<file path="src/rtl/pwm_duty_capture.sv">
// PWM duty-cycle receiver: recovers the DATA_W-bit value encoded as high time in a 2^DATA_W period.
// Define PWM_CAP_STICKY_ERR_EN to make err a level that holds until rst or en low.
module pwm_duty_capture #(
  parameter int unsigned DATA_W      = 4,
  parameter int unsigned SYNC_STAGES = 2,
  parameter int unsigned TIMEOUT     = 2 * (2 ** DATA_W)
) (
  input  logic              clk,
  input  logic              rst,
  input  logic              en,
  input  logic              pwm_in,
  output logic [DATA_W-1:0] value,
  output logic              valid,
  output logic              err,
  output logic              idle
);

  localparam int unsigned CW = $clog2(TIMEOUT + 1);
  localparam logic [CW-1:0] PERIOD = CW'(2 ** DATA_W);
  localparam logic [CW-1:0] TMO    = CW'(TIMEOUT);
  localparam logic [CW-1:0] ONE    = CW'(1);

  typedef enum logic [0:0] {StIdle, StMeasure} state_e;

  state_e                 state_q, state_d;
  logic [SYNC_STAGES-1:0] sync_q;
  logic                   p_q;
  logic [CW-1:0]          per_q, per_d, hi_q, hi_d;
  logic [DATA_W-1:0]      value_q, value_d;
  logic                   valid_q, valid_d, err_q, err_d, idle_q, idle_d;
  logic                   err_ev;
  logic                   s, rise;

  assign s    = sync_q[SYNC_STAGES-1];
  assign rise = s & ~p_q;

  always_comb begin
    state_d = state_q;
    per_d   = per_q;
    hi_d    = hi_q;
    value_d = value_q;
    valid_d = 1'b0;
    err_ev  = 1'b0;
    unique case (state_q)
      StIdle: begin
        if (rise && en) begin
          state_d = StMeasure;
          per_d   = ONE;
          hi_d    = ONE;
        end
      end
      StMeasure: begin
        if (!en) begin
          // en dominates a coincident rise: drop to idle silently
          state_d = StIdle;
        end else if (rise) begin
          per_d = ONE;
          hi_d  = ONE;
          if (per_q == PERIOD && hi_q < PERIOD) begin
            value_d = hi_q[DATA_W-1:0];
            valid_d = 1'b1;
          end else begin
            err_ev = 1'b1;
          end
        end else if (per_q == TMO) begin
          if (s) begin
            err_ev = 1'b1;
          end else begin
            value_d = '0;
            valid_d = 1'b1;
          end
          state_d = StIdle;
        end else begin
          // per_q is below TMO on this path, so the increment cannot pass saturation
          per_d = per_q + ONE;
          if (s && hi_q != TMO) hi_d = hi_q + ONE;
        end
      end
      default: state_d = StIdle;
    endcase
`ifdef PWM_CAP_STICKY_ERR_EN
    err_d = en ? (err_q | err_ev) : 1'b0;
`else
    err_d = err_ev;
`endif
    idle_d = (state_d == StIdle);
  end

  always_ff @(posedge clk or posedge rst) begin
    if (rst) begin
      state_q <= StIdle;
      sync_q  <= '0;
      p_q     <= 1'b0;
      per_q   <= '0;
      hi_q    <= '0;
      value_q <= '0;
      valid_q <= 1'b0;
      err_q   <= 1'b0;
      idle_q  <= 1'b1;
    end else begin
      state_q <= state_d;
      sync_q  <= {sync_q[SYNC_STAGES-2:0], pwm_in};
      p_q     <= s;
      per_q   <= per_d;
      hi_q    <= hi_d;
      value_q <= value_d;
      valid_q <= valid_d;
      err_q   <= err_d;
      idle_q  <= idle_d;
    end
  end

  assign value = value_q;
  assign valid = valid_q;
  assign err   = err_q;
  assign idle  = idle_q;

endmodule

</file>
<file path="config.mk">
export PLATFORM = sky130hd
export DESIGN_NAME = pwm_duty_capture
export DESIGN_NICKNAME = d
export VERILOG_FILES = /design/src/rtl/pwm_duty_capture.sv
export SDC_FILE = /design/constraint.sdc
export NUM_CORES = 1
export LEC_CHECK = 0
export BUFFER_PORTS_ARGS = -buffer_cell sky130_fd_sc_hd__buf_2
export CAP_MARGIN = 20
export CORE_UTILIZATION = 40
export CTS_CLUSTER_SIZE = 40
export DETAILED_ROUTE_END_ITERATION = 8
export HOLD_SLACK_MARGIN = 0.12
export PLACE_DENSITY_LB_ADDON = 0.12
export SLEW_MARGIN = 20
export SYNTH_ARGS = -nofsm -noshare
export SYNTH_HDL_FRONTEND = slang
export SYNTH_SLANG_ARGS = --single-unit
</file>
<file path="constraint.sdc">
create_clock -name clk -period 1.73 [get_ports clk]
set_input_delay 0.346 -clock clk [delete_from_list [all_inputs] [get_ports clk]]
set_output_delay 0.346 -clock clk [all_outputs]
set_load 0.02 [all_outputs]
</file>
==> run metrics <==
RSZ-0062 raised after global routing no; GRT Resource Usage Total between 10% and 20%; Die X-Extent ~57 um; pre-CTS setup slack 0.04270 ns; clock sink total 23; Crit Path Max Fanout 4; Fillers 279; Netlist cell types 37; CTS tree done; Post-Synthesis Cells 117; setup_tns 0 ns; Layout Nets roughly 150; Min-Delay Path Class input port to flop; Final min period roughly 1.6 ns; IO Port Bufs 10; Clk pwr share a little over a fifth; Finished Layout Cells around 170; WP data required between 1.5 and 2 ns; violation count after the first detailed-route iteration 18; Worst Hold Slack around 0.3 ns; period utilization a little over nine tenths; area occupied by multi-input gates between 500 and 600 um2; crit path kind flop to flop; post-synthesis sequential area ratio around half; Crit path buffers/inverters 1; sequential share of power a little under three fifths; FMAX ~600 MHz; CP arrival approximately 1.8 ns; largest net degree at the start of global routing 24; commonest cells after routing, fill and taps aside 22 x dfrtp_1, 13 x nor2_1, 11 x buf_4; outcome finished, violations left; row count 19; startpoint class of the critical path flop; total CTS buffers 3; Logic pwr share 22.6%; Synth Area in Simple Gates 20.02%; final WL 2286 um; post-synthesis adder-cell area fraction 4.171%; combinational family with the most area after synthesis simple AND/OR/NAND/NOR gates; area of the die about 3200 um2; area share of the largest cell type after synthesis approximately 46%; Net Switching between 0.3 and 0.4 mW; critical path's top delay family flip-flops; post-route ant nets 0; ant diodes 0; core area between 2000 and 3000 um2; Worst-Margin Slew ~0.4 ns; htree depth 1; drt via density ~5.3; Int Pwr about 0.8 mW; WL/cell 13.21 um; post-synthesis average cell area around 10 um2; critical-path cell list inv_2, ha_4, nor3b_4, nand4_2, o22ai_4, mux2_4; failing checks DRC; total power roughly 1.1 mW; gr ovfl total 0; XOR/XNOR Fraction of Synth Area under 10%; post-DP HPWL between 1500 and 2000 um; Initial Util approximately 43%; synthesized flop and latch total 23; Die Ht around 57 um; synthesized area 1200 um2; Seq. cell area 576.8 um2; Clock Path Buffers 2; CTS Root Buffer Type clkbuf_4; Switching Share between 20% and 30%; clock skew roughly 0.0066 ns; dpl cells ~170; vias in the first global route between 900 and 1000; drt first pass iters 7; GP Congestion 0.7923; first-pass GRT wire length 4008 um; Synth-to-Final Area Change 18.87%; crit end category flop; clock-pin slew on the worst setup and hold paths between 0.1 and 0.15 ns; Max VDD drop roughly 0.5 mV; Max-Cap Viols 0; CP max-delay cell dfrtp_1; Max stage delay on crit path between 0.4 and 0.5 ns; leading area contributor after synthesis dfrtp_1; slew margin rel. around 72%; Max Slew Vio Count 0; commonest non-fill, non-tap cell in the layout dfrtp_1; IO Count 11; Fin. Hold Viols 0; # setup viols final 0; Vias between 900 and 1000; worst skew pair latency between 0.3 and 0.4 ns; PnR worst setup slack approximately 0.10 ns; ranking of synthesized cells by area dfrtp_1 46%, ha_1 4.2%, nor2_1 4.1%; compound-cell area share of the yosys netlist a little over an eighth; pwr/cell area 787.9 nW/um2; layout cells sized above 1 between 20% and 30%; post-synthesis mux area share approximately 5.8%; initial antenna violation count 0; DRC viols 2; Leak between 0.6 and 0.7 nW; Syn Nets roughly 130; Warnings, synthesis 0
repair_timing:
| item | 4_1_cts | 5_1_grt |
|---|---|---|
| gates resized for setup | 0 | 6 |
| hold endpoints to repair | 22 | 1 |
| endpoints found under the setup margin | 0 | 8 |
| setup buffers | 0 | 1 |
| hold buffers | 1 | 1 |
per-stage QoR:
stage                     utilization [%]  cell area (um2)
after global routing                50.85             1426
after global placement              47.77             1340
after detailed placement            47.77             1340
after floorplan                         -             1200
final                               50.85             1426
after CTS                           49.06             1376
logic make-up after synthesis:
group	count (synthesis)
and+or+nand+nor	45
muxes	6
adders and majority gates	4
xor gates and xnor gates	4
AOI/OAI and AO/OA	21
buffers and inverters	14
DFF	23
flip-flops by register name, summed over array words and instances, names as in the netlist:
| signal | count |
|---|---|
| sync_q | 2 |
| hi_q | 6 |
| idle | 1 |
| err | 1 |
| valid | 1 |
| p_q | 1 |
| value | 4 |
| state_q | 1 |
| per_q | 6 |
metal layers:
metal	part of all wire [%]	routed length, um	vias up	GRT usage (%)
met5	0	0	-	0
met3	4.0	92	2	4.839
met4	0.74	17	0	4.181
met2	47	1080	21	28.06
li1	-	-	458	-
met1	48	1096	437	19.35
power groups by stage:
| stage | clock network [mW] | logic [mW] | registers (mW) |
|---|---|---|---|
| after floorplan | 0 | 0.155 | 0.628 |
| after global placement | 0 | 0.217 | 0.631 |
| after detailed placement | 0 | 0.221 | 0.634 |
| after CTS | 0.258 | 0.225 | 0.624 |
| after global routing | 0.288 | 0.290 | 0.634 |
| final | 0.242 | 0.254 | 0.628 |
path summary, 6_finish.rpt:
| kind | from | depth (start not counted) | slack [ns] | end |
|---|---|---|---|---|
| setup / recovery | per_q[0] | 6 | 0.10 | value[1] |
| min in group asynchronous | rst | 4 | 0.60 | p_q |
| max in group asynchronous | rst | 4 | 0.85 | idle |
| hold / removal | en | 2 | 0.30 | hi_q[5] |
| setup reg to reg | per_q[0] | 6 | 0.10 | value[1] |
| hold reg to reg | sync_q[0] | 0 | 0.37 | sync_q[1] |
cell usage after synthesis (all sizes together):
| cell | instances |
|---|---|
| a211oi | 1 |
| a21boi | 1 |
| a21oi | 4 |
| a2bb2oi | 1 |
| a31oi | 1 |
| and2 | 2 |
| and3 | 1 |
| and4 | 1 |
| buf | 2 |
| clkbuf | 1 |
| dfrtp | 22 |
| dfstp | 1 |
| ha | 4 |
| inv | 11 |
| mux2 | 2 |
| mux2i | 4 |
| nand2 | 10 |
| nand2b | 4 |
| nand3 | 3 |
| nand4 | 5 |
| nor2 | 13 |
| nor2b | 2 |
| nor3 | 1 |
| nor3b | 1 |
| o211ai | 2 |
| o21ai | 6 |
| o22ai | 1 |
| o31a | 1 |
| o31ai | 2 |
| o41ai | 1 |
| or3b | 1 |
| or4 | 1 |
| xor2 | 4 |
cell type report:
type | instances | share of cell area [%]
inverter | 11 | 2.895
multi-input combinational | 81 | 41.40
sequential | 23 | 40.44
timing repair buffer | 23 | 10.70
clock buffer | 4 | 1.842
tap | 31 | 2.719
No activity file was read; power rests on OpenSTA's default activity.
